[src/rtl/ddr3_req_queue_pkg.sv]
// Shared types and widths for the DDR3 host request queue and its FIFO.
package ddr3_req_queue_pkg;

  localparam int DDR3_ADDR_W = 29;
  localparam int DDR3_DATA_W = 64;

  typedef enum logic {
    READ  = 1'b0,
    WRITE = 1'b1
  } ddr3_cmd_e;

  typedef struct packed {
    ddr3_cmd_e               cmd;
    logic [DDR3_ADDR_W-1:0]  addr;
    logic [DDR3_DATA_W-1:0]  wdata;
  } ddr3_req_t;

  typedef enum logic [1:0] {
    SEQ_IDLE,
    SEQ_ISSUE,
    SEQ_WAIT_BUSY,
    SEQ_WAIT_DONE
  } req_seq_e;

endpackage

[src/rtl/ddr3_req_fifo.sv]
// Synchronous request FIFO; pointers carry one extra wrap bit so full and
// empty are told apart without a separate occupancy counter.
module ddr3_req_fifo
  import ddr3_req_queue_pkg::*;
#(
  parameter int DEPTH = 4
) (
  input  logic      i_clk,
  input  logic      i_rst,
  input  logic      i_push,
  input  ddr3_req_t i_data,
  input  logic      i_pop,
  output logic      o_full,
  output logic      o_empty,
  output ddr3_req_t o_head
);

  localparam int AW = $clog2(DEPTH);
  localparam logic [AW:0] PTR_ONE = {{AW{1'b0}}, 1'b1};

  logic [AW:0] r_wrPtr;
  logic [AW:0] r_rdPtr;
  ddr3_req_t   r_mem [DEPTH];
  logic        w_doPush;
  logic        w_doPop;

  assign o_empty  = (r_wrPtr == r_rdPtr);
  assign o_full   = (r_wrPtr[AW] != r_rdPtr[AW]) && (r_wrPtr[AW-1:0] == r_rdPtr[AW-1:0]);
  assign w_doPush = i_push & ~o_full;
  assign w_doPop  = i_pop & ~o_empty;
  assign o_head   = r_mem[r_rdPtr[AW-1:0]];

  always_ff @(posedge i_clk or posedge i_rst) begin
    if (i_rst) begin
      r_wrPtr <= '0;
      r_rdPtr <= '0;
    end else begin
      if (w_doPush) r_wrPtr <= r_wrPtr + PTR_ONE;
      if (w_doPop)  r_rdPtr <= r_rdPtr + PTR_ONE;
    end
  end

  // Storage needs no reset: an entry is only read after it has been written.
  always_ff @(posedge i_clk) begin
    if (w_doPush) r_mem[r_wrPtr[AW-1:0]] <= i_data;
  end

endmodule

[src/rtl/ddr3_req_queue.sv]
// Host request queue and one-at-a-time issue sequencer for the DDR3 CPU port.
// Optional watchdog enabled by defining DDR3_REQ_WATCHDOG_EN.
module ddr3_req_queue
  import ddr3_req_queue_pkg::*;
#(
  parameter int DEPTH          = 4,
  parameter int TIMEOUT_CYCLES = 64
) (
  input  logic                   i_cpu_ck,
  input  logic                   i_cpu_reset,
  input  logic                   i_req_valid,
  output logic                   o_req_ready,
  input  logic                   i_req_cmd,
  input  logic [DDR3_ADDR_W-1:0] i_req_addr,
  input  logic [DDR3_DATA_W-1:0] i_req_wdata,
  output logic                   o_rsp_valid,
  output logic [DDR3_DATA_W-1:0] o_rsp_rdata,
  output logic [DDR3_ADDR_W-1:0] o_rsp_addr,
  output logic                   o_wr_done,
  output logic                   o_err,
  output logic                   o_ctl_valid,
  output logic                   o_ctl_cmd,
  output logic [DDR3_ADDR_W-1:0] o_ctl_addr,
  output logic [DDR3_DATA_W-1:0] o_ctl_wr_data,
  input  logic                   i_ctl_data_rdy,
  input  logic [DDR3_DATA_W-1:0] i_ctl_rd_data,
  input  logic                   i_ctl_rd_data_valid
);

  ddr3_req_t              w_pushData;
  ddr3_req_t              w_head;
  logic                   w_full;
  logic                   w_empty;
  logic                   w_pop;
  logic                   w_timeout;

  req_seq_e               r_state;
  logic                   r_ctlValid;
  ddr3_cmd_e              r_ctlCmd;
  logic [DDR3_ADDR_W-1:0] r_ctlAddr;
  logic [DDR3_DATA_W-1:0] r_ctlWrData;
  logic                   r_rdFlag;
  logic                   r_rspValid;
  logic [DDR3_DATA_W-1:0] r_rspData;
  logic [DDR3_ADDR_W-1:0] r_rspAddr;
  logic                   r_wrDone;

  assign w_pushData = '{cmd: ddr3_cmd_e'(i_req_cmd), addr: i_req_addr, wdata: i_req_wdata};
  assign w_pop      = (r_state == SEQ_IDLE) && !w_empty && i_ctl_data_rdy;

  ddr3_req_fifo #(.DEPTH(DEPTH)) u_fifo (
    .i_clk   (i_cpu_ck),
    .i_rst   (i_cpu_reset),
    .i_push  (i_req_valid),
    .i_data  (w_pushData),
    .i_pop   (w_pop),
    .o_full  (w_full),
    .o_empty (w_empty),
    .o_head  (w_head)
  );

`ifdef DDR3_REQ_WATCHDOG_EN
  localparam int CNT_W = $clog2(TIMEOUT_CYCLES + 1);

  logic [CNT_W-1:0] r_wdCnt;
  logic             r_err;
  logic             w_waiting;

  assign w_waiting = (r_state == SEQ_WAIT_BUSY) || (r_state == SEQ_WAIT_DONE);
  assign w_timeout = w_waiting && (r_wdCnt == CNT_W'(TIMEOUT_CYCLES - 1));
  assign o_err     = r_err;

  always_ff @(posedge i_cpu_ck or posedge i_cpu_reset) begin
    if (i_cpu_reset) begin
      r_wdCnt <= '0;
      r_err   <= 1'b0;
    end else begin
      r_wdCnt <= (!w_waiting || w_timeout) ? '0 : r_wdCnt + 1'b1;
      if (w_timeout) r_err <= 1'b1;
    end
  end
`else
  // Constant false for any legal limit; the watchdog is simply absent.
  assign w_timeout = (TIMEOUT_CYCLES < 0);
  assign o_err     = 1'b0;
`endif

  always_ff @(posedge i_cpu_ck or posedge i_cpu_reset) begin
    if (i_cpu_reset) begin
      r_state     <= SEQ_IDLE;
      r_ctlValid  <= 1'b0;
      r_ctlCmd    <= READ;
      r_ctlAddr   <= '0;
      r_ctlWrData <= '0;
      r_rdFlag    <= 1'b0;
      r_rspValid  <= 1'b0;
      r_rspData   <= '0;
      r_rspAddr   <= '0;
      r_wrDone    <= 1'b0;
    end else begin
      r_ctlValid <= 1'b0;
      r_rspValid <= 1'b0;
      r_wrDone   <= 1'b0;
      case (r_state)
        SEQ_IDLE: begin
          if (w_pop) begin
            r_ctlCmd    <= w_head.cmd;
            r_ctlAddr   <= w_head.addr;
            r_ctlWrData <= w_head.wdata;
            r_rdFlag    <= 1'b0;
            r_ctlValid  <= 1'b1;
            r_state     <= SEQ_ISSUE;
          end
        end
        SEQ_ISSUE: r_state <= SEQ_WAIT_BUSY;
        SEQ_WAIT_BUSY: begin
          if (!i_ctl_data_rdy) r_state <= SEQ_WAIT_DONE;
        end
        SEQ_WAIT_DONE: begin
          if (r_ctlCmd == WRITE) begin
            if (i_ctl_data_rdy) begin
              r_wrDone <= 1'b1;
              r_state  <= SEQ_IDLE;
            end
          end else begin
            // Only the first data beat is returned; the flag guards repeats.
            if (i_ctl_rd_data_valid && !r_rdFlag) begin
              r_rspValid <= 1'b1;
              r_rspData  <= i_ctl_rd_data;
              r_rspAddr  <= r_ctlAddr;
              r_rdFlag   <= 1'b1;
            end
            if (i_ctl_data_rdy && (r_rdFlag || i_ctl_rd_data_valid)) r_state <= SEQ_IDLE;
          end
        end
        default: r_state <= SEQ_IDLE;
      endcase
      if (w_timeout) begin
        r_rspValid <= 1'b0;
        r_wrDone   <= 1'b0;
        r_state    <= SEQ_IDLE;
      end
    end
  end

  assign o_req_ready   = ~w_full;
  assign o_ctl_valid   = r_ctlValid;
  assign o_ctl_cmd     = r_ctlCmd;
  assign o_ctl_addr    = r_ctlAddr;
  assign o_ctl_wr_data = r_ctlWrData;
  assign o_rsp_valid   = r_rspValid;
  assign o_rsp_rdata   = r_rspData;
  assign o_rsp_addr    = r_rspAddr;
  assign o_wr_done     = r_wrDone;

endmodule

[config.mk]
export PLATFORM = sky130hd
export DESIGN_NAME = ddr3_req_queue
export DESIGN_NICKNAME = d
export VERILOG_FILES = /design/src/rtl/ddr3_req_queue_pkg.sv /design/src/rtl/ddr3_req_fifo.sv /design/src/rtl/ddr3_req_queue.sv
export SDC_FILE = /design/constraint.sdc
export NUM_CORES = 1
export LEC_CHECK = 0
export ABC_AREA = 0
export BUFFER_PORTS_ARGS = -buffer_cell sky130_fd_sc_hd__buf_4
export CAP_MARGIN = 20
export CORE_MARGIN = 2
export CORE_UTILIZATION = 45
export CTS_CLUSTER_SIZE = 25
export DETAILED_ROUTE_END_ITERATION = 10
export PLACE_DENSITY_LB_ADDON = 0.05
export SLEW_MARGIN = 10
export SYNTH_ARGS = -nofsm -noshare
export SYNTH_HDL_FRONTEND = slang
export SYNTH_SLANG_ARGS = --single-unit
[constraint.sdc]
create_clock -name i_cpu_ck -period 17.65 [get_ports i_cpu_ck]
set_input_delay 0.8825 -clock i_cpu_ck [delete_from_list [all_inputs] [get_ports i_cpu_ck]]
set_output_delay 0.8825 -clock i_cpu_ck [all_outputs]
set_load 0.005 [all_outputs]
==> run_results.csv, run 1 <==
group,metric,value,unit
detailed_routing,wl,44.7,mm
detailed_routing,drtIter0Drc,674,
global_routing,grt_max_degree,76,
worst_setup_path,cp_common_cell,"buf_4",
global_routing,grt_pass1_wl,67.7,mm
place,gp_congestion,0.733,
logic_synthesis,ys_seq_elements,575,
logic_synthesis,synthTopCellsByArea,"edfxtp_1 (53%), dfrtp_1 (23%), mux4_2 (10%)",
worst_setup_path,crit_chain,"buf_4 -> buf_4 -> mux4_2 -> mux2_2",
clocking,cts_num_sinks,575,
worst_setup_path,cp_max_fo,37,
place,place_inst,1883,
power,vdd_drop_max,0.113,mV
worst_setup_path,crit_path_max_incr_delay,780,ps
detailed_routing,final_antenna_net_count,0,
place,numPortBuffers,353,
global_routing,grt_pass1_vias,10812,
sta,fin_crit,3240,ps
sta,maxSlewViolCount,0,
floorplan,die_w,221,µm
floorplan,io_pins,355,
logic_synthesis,async_reset_ff_frac,0.346,
worst_setup_path,crit_type,"reg -> reg",
floorplan,initial_core_util,0.455,
sta,fin_setup_tns,0,ps
detailed_routing,drc,0,
clocking,clk_latency,600,ps
layout,drive_above_1_share,0.544,
run,drv_cap,0,
logic_synthesis,synth_nets,1125,
power,cellPowerDensity,180,nW/µm²
clocking,cts.repair.resized,0,
layout,nets,1508,
worst_setup_path,crit_required,18140,ps
global_routing,antenna_found_initial,6,
floorplan,die_h,221,µm
logic_synthesis,yosysTopAreaCellShare,0.533,
power,leakage,10.2,nW
sta,setup_viol,0,
logic_synthesis,yosysWarnings,0,
logic_synthesis,synth_area,21200,µm²
sta,hold_viol,0,
layout,nFillCells,3607,
logic_synthesis,synthTopCellsByCount,"edfxtp_1 (376), dfrtp_1 (199), mux2_2 (184), mux4_2 (94), buf_2 (25)",
power,p_total,4.76,mW
floorplan,fp-row-count,79,
detailed_routing,wl_per_cell,22.4,µm
detailed_routing,viasPerCell,5.13,
place,dp_hpwl,27.2,mm
logic_synthesis,yosysSeqAreaShare,0.768,
clocking,cts_tree,"yes",
worst_setup_path,cp_top_family,"buffers and inverters",
clocking,cts-hold-fix-buffers,0,
floorplan,die_area,48900,µm²
sta,min_period_over_period,0.184,
layout,fin_area,26500,µm²
worst_setup_path,cp_data_arrival_time,3730,ps
logic_synthesis,synthCells,953,
layout,layout.cells.non_filler,1995,
floorplan,core,46600,µm²
clocking,cts-root-buf,"clkbuf_16",
layout,area_growth,25.1,%
global_routing,grt.total_usage,0.182,
worst_setup_path,crit_path_end_kind,"register",
logic_synthesis,ys.flop_type,"edfxtp_1",
sta,fmax,308,MHz
place,placed_cell_area,24500,µm²
sta,rsz0062_at_grt,"no",
sta,worstMarginPinSlew,1140,ps
worst_setup_path,startpoint_type,"register",
worst_setup_path,critPathBufInv,2,
logic_synthesis,post-synth-top-area-cell,"edfxtp_1",
clocking,cts.clk_slew.worst_paths,60,ps
clocking,htree_levels,2,
logic_synthesis,synth_edf_count,376,
sta,max_slew_margin,0.243,
logic_synthesis,synth_cell_types,32,
global_routing,gr-total-overflow,0,
clocking,numCtsBuffers,58,
worst_setup_path,crit_slowest_cell,"dfrtp_4",
sta,fin_hold_ws,329,ps
detailed_routing,vias,10232,
detailed_routing,drtPass1Iterations,6,
clocking,ctsLongestPathBuffers,3,
clocking,post-cts-setup-buffers,0,
logic_synthesis,syn_area_per_cell,22.2,µm²
sta,fin_skew,7.68,ps
min_path,hold_path_class,"in -> async",
outcome,status,"finished clean",
logic_synthesis,synth.most_common_cell,"edfxtp_1",
[power by group]
| part | leakage [nW] | internal [mW] | switching, mW |
|---|---|---|---|
| Combinational | 3.33 | 0.788 | 0.573 |
| Sequential | 5.83 | 1.90 | 0.224 |
| Clock | 0.998 | 0.772 | 0.502 |
| Total | 10.2 | 3.46 | 1.30 |
[layout make-up]
cell class              instances  area [µm²]  area share
well taps                     607         759      0.0286
repair buffers                366        2770       0.104
multi-input cells             329        4670       0.176
clock inverters                37         403      0.0152
diodes                          3        7.51    0.000283
flip-flops and latches        575       16300       0.614
inverters                       6        30.0     0.00113
clock buffers                  72        1610      0.0605
[cells by family after synthesis]
kind of cell | count (synthesis) | synth area share
flip-flops | 575 | 0.768
buffers and inverters | 49 | 0.0132
AND/OR/NAND/NOR | 20 | 0.00543
other | 1 | 0.000177
adder cells (fa/ha/maj) | 9 | 0.00531
XOR/XNOR | 8 | 0.00401
multiplexers | 284 | 0.202
AO/OA/AOI/OAI | 7 | 0.00266
[state kept, by name, indices dropped and copies added (netlist names)]
name	flops
o_rsp_rdata	64
o_ctl_addr	29
r_state	2
o_rsp_valid	1
o_ctl_wr_data	64
o_rsp_addr	29
u_fifo.r_wrPtr	3
u_fifo.r_mem	376
r_rdFlag	1
u_fifo.r_rdPtr	3
o_ctl_valid	1
o_wr_done	1
o_ctl_cmd	1
[metrics by stage]
stage / setup slack, ps / utilization
floorplan: 11340 / -
global placement: 14190 / 0.526
detailed placement: 14160 / 0.526
CTS: 14190 / 0.570
global route: 14030 / 0.570
finish: 14410 / 0.570
[layer usage]
layer / global-route usage / share of wire / vias to the layer above
met3: 0.0487 / 0.063 / 62
li1: - / - / 4558
met4: 0.0537 / 0.020 / 6
met2: 0.286 / 0.47 / 296
met1: 0.252 / 0.44 / 5310
met5: 0 / 0.00076 / -
[worst register-to-register path: cells and delay by family, from the launching register on]
family                 cells  cell delay, ps
buffers and inverters      2            1440
multiplexers               2             920
flip-flops                 1             780
[worst paths after layout]
kind / start / to / slack (ps) / cells after the start
max: u_fifo.r_rdPtr[0] / o_ctl_wr_data[60] / 14410 / 4
min in group i_cpu_ck: i_req_wdata[51] / u_fifo.r_mem[2][51] / 480 / 1
max in group asynchronous: i_cpu_reset / u_fifo.r_rdPtr[0] / 15000 / 4
max reg2reg: u_fifo.r_rdPtr[0] / o_ctl_wr_data[60] / 14410 / 4
min reg2reg: o_rsp_addr[28] / o_rsp_addr[28] / 510 / 1
min: i_cpu_reset / o_rsp_rdata[36] / 330 / 2
[cells in the final DEF (no fill, tap or decap), drive strengths merged, types with 2 or more instances in the layout]
master  netlist  final
a21oi         2      2
a31oi         2      2
and3          5      5
buf          39    366
bufinv        0      9
clkbuf        4     72
clkinv        0     26
dfrtp       199    199
diode         0      3
edfxtp      376    376
ha            9      9
inv           6      7
mux2        189    189
mux4         94     94
nand2         5      5
nand3         2      2
nand4         2      2
nor2          2      2
xnor2         5      5
xor2          3      3
No activity file was read; power rests on OpenSTA's default activity.
==> run 2, diff against run 1 <==
ABC_AREA = 1   (was 0)
clock period = 3.2 ns   (was 17.65 ns; I/O delays follow)
==> run 2 against run 1 <==
  * Die area increased by 3.1%
  * Non-clock buffer count grew 173
  * Critical path depth grew 3
  * Combinational power rose to 6.1 times the previous value
  * Cell area increased by 7.8%
  * Sequential power grew to 5.3 times the previous value
  * Total power increased to 5.5 times the previous value
  * Maximum frequency increased by 43%
  * Sequential share of layout area decreased by 4.4 points
  * Via count increased by 39%
  * Critical endpoint is now u_fifo.r_mem[3][79]
  * Largest cell class unchanged
  * Largest power group unchanged
==> run_results.csv, run 2 <==
group,metric,value,unit
outcome,status,"finished clean",
layout,nets,2387,
clocking,ctsLongestPathBuffers,3,
logic_synthesis,async_reset_ff_frac,0.346,
global_routing,grt_pass1_wl,80.7,mm
logic_synthesis,yosysTopAreaCellShare,0.516,
global_routing,antenna_found_initial,6,
sta,max_slew_margin,0.473,
logic_synthesis,ys_seq_elements,575,
floorplan,initial_core_util,0.457,
sta,fmax,439,MHz
worst_setup_path,crit_path_max_incr_delay,680,ps
place,dp_hpwl,30.4,mm
power,power_frac_comb,0.318,
global_routing,grt_max_degree,191,
power,vdd_drop_max,0.723,mV
sta,hold_viol,0,
clocking,cts.clk_slew.worst_paths,60,ps
clocking,numCtsBuffers,60,
logic_synthesis,synthTopCellsByCount,"nand2_1 (492), edfxtp_1 (376), dfrtp_1 (199), o21ai_0 (159), nor2_1 (148)",
layout,area_growth,30.8,%
min_path,hp-start,"i_req_valid",
logic_synthesis,synth_cell_types,28,
global_routing,gr-total-overflow,0,
floorplan,die_area,50400,µm²
logic_synthesis,synthTopCellsByArea,"edfxtp_1 (52%), dfrtp_1 (23%), nand2_1 (8.4%)",
worst_setup_path,crit_required,3430,ps
worst_setup_path,reg2reg_depth,7,
worst_setup_path,cp_common_cell,"nand2_2",
detailed_routing,drc,0,
global_routing,grt_pass1_vias,14050,
layout,final_common_cell,"nand2_1",
sta,fin_skew,19.2,ps
worst_setup_path,crit_type,"reg -> reg",
power,swShare,0.327,
layout,largest_reg_flops,376,
worst_setup_path,r2r-start,"u_fifo.r_rdPtr[0]",
worst_setup_path,cp_top_family,"flip-flops",
place,numPortBuffers,353,
worst_setup_path,regToRegEndpoint,"u_fifo.r_mem[3][79]",
clocking,cts.repair.resized,0,
detailed_routing,drtIter0Drc,929,
detailed_routing,wl,52.3,mm
min_path,hold_path_class,"in -> reg",
floorplan,core,47800,µm²
worst_setup_path,crit_path_end_kind,"register",
layout,layout_common_cells,"nand2_1 (492), edfxtp_1 (376), buf_4 (366)",
worst_setup_path,cp_max_fo,38,
power,seqPwrFrac,0.431,
detailed_routing,wl_per_cell,18.1,µm
sta,worstMarginPinSlew,790,ps
logic_synthesis,yosysWarnings,0,
min_path,hold_depth,3,
detailed_routing,final_antenna_net_count,0,
detailed_routing,drtPass1Iterations,4,
place,gp_congestion,0.760,
power,p_total,26.1,mW
sta,fin_crit,2280,ps
floorplan,io_pins,355,
sta,min_period_over_period,0.711,
min_path,holdPathEnd,"u_fifo.r_wrPtr[0]",
clocking,cts_num_sinks,575,
logic_synthesis,synthCells,1710,
detailed_routing,viasPerCell,4.94,
worst_setup_path,cp_data_arrival_time,2500,ps
place,placed_cell_area,25100,µm²
logic_synthesis,ys.flop_type,"edfxtp_1",
power,cellPowerDensity,913,nW/µm²
layout,drive_above_1_share,0.224,
power,switchingPower,8.53,mW
worst_setup_path,startpoint_type,"register",
layout,fin_area,28600,µm²
power,power_frac_clock,0.252,
worst_setup_path,crit_chain,"inv_4 -> nand2_2 -> nand2_2 -> nand3b_1 -> nand2_2 -> nor2_4 -> buf_4",
logic_synthesis,syn_area_per_cell,12.8,µm²
global_routing,grt.total_usage,0.206,
run,drv_cap,0,
floorplan,die_h,224,µm
floorplan,die_w,224,µm
power,intPower,17.6,mW
power,leakage,12.1,nW
sta,setup_viol,0,
clocking,clk_latency,610,ps
logic_synthesis,synth_area,21900,µm²
worst_setup_path,critPathBufInv,2,
logic_synthesis,post-synth-top-area-cell,"edfxtp_1",
logic_synthesis,yosysSeqAreaShare,0.744,
logic_synthesis,synth.most_common_cell,"nand2_1",
sta,rsz0062_at_grt,"no",
clocking,cts-root-buf,"clkbuf_16",
worst_setup_path,crit_slowest_cell,"dfrtp_4",
layout,fin_util,0.598,
detailed_routing,vias,14268,
clocking,cts_tree,"yes",
logic_synthesis,synth_nets,1882,
clocking,htree_levels,2,
logic_synthesis,synth_edf_count,376,
floorplan,fp-row-count,80,
sta,maxSlewViolCount,0,
worst_setup_path,reg2reg_slack,920,ps
run 2: what timing repair did:
action                                  CTS  global route
hold buffers                            160             0
buffers inserted                          0             0
hold endpoints to repair                604             0
endpoints found under the setup margin    0             0
run 2: tightest hold or removal path: cells and delay by family:
family / cells / cell delay (ps)
xor+xnor: 1 / 180
buf+inv: 1 / 100
simple gates: 1 / 180
run 2: cells by family after synthesis:
kind of cell / share of synthesized area
AOI/OAI and AO/OA: 0.0677
buffers and inverters: 0.0341
xor gates and xnor gates: 0.00195
and+or+nand+nor: 0.114
other: 0.000171
adders and majority gates: 0.00515
DFF: 0.744
muxes: 0.0325
run 2: per-layer routing:
metal | global-route usage | wire length (µm) | vias up
met5 | 0 | 8 | -
met4 | 0.0637 | 1230 | 2
met3 | 0.0396 | 2600 | 76
met2 | 0.329 | 24600 | 328
met1 | 0.288 | 23900 | 6937
li1 | - | - | 6925
run 2: layout make-up:
class | instances | area (µm²)
multi-input combinational | 1000 | 4890
tap | 615 | 769
timing repair buffer | 539 | 4610
sequential | 575 | 16300
clock buffer | 97 | 1760
clock inverter | 16 | 120
fill | 3949 | 19300
inverter | 39 | 155
antenna | 5 | 12.5
run 2: power by group through the flow:
stage                     clock network, mW  registers (mW)  logic (mW)
after floorplan                           0            11.3        4.79
after global placement                    0            11.3        8.18
after detailed placement                  0            11.4        8.27
after CTS                              6.77            11.2        8.47
after global routing                   7.07            11.5        9.27
final                                  6.57            11.2        8.29
run 2: worst max path at each step:
stage	startpoint	endpoint	slack (ps)	depth (start not counted)
2_1_floorplan	u_fifo.r_rdPtr[1]	u_fifo.r_mem[0][0]	-2180	5
3_3_place_gp	u_fifo.r_rdPtr[0]	u_fifo.r_mem[3][8]	930	7
3_5_place_dp	u_fifo.r_rdPtr[0]	u_fifo.r_mem[3][7]	890	7
4_1_cts	u_fifo.r_rdPtr[0]	u_fifo.r_mem[3][68]	880	7
5_1_grt	u_fifo.r_rdPtr[0]	u_fifo.r_mem[3][67]	750	7
6_report	u_fifo.r_rdPtr[0]	u_fifo.r_mem[3][79]	920	7
run 2: stage by stage:
stage | setup slack [ps] | std cells | hold slack (ps) | setup TNS [ps]
floorplan | -2180 | 1710 | 259 | -670230
global placement | 927 | 2608 | 184 | 0
detailed placement | 888 | 2608 | 186 | 0
CTS | 880 | 2881 | 24.5 | 0
global route | 749 | 2885 | 61.7 | 0
finish | 924 | 2886 | 54.4 | 0
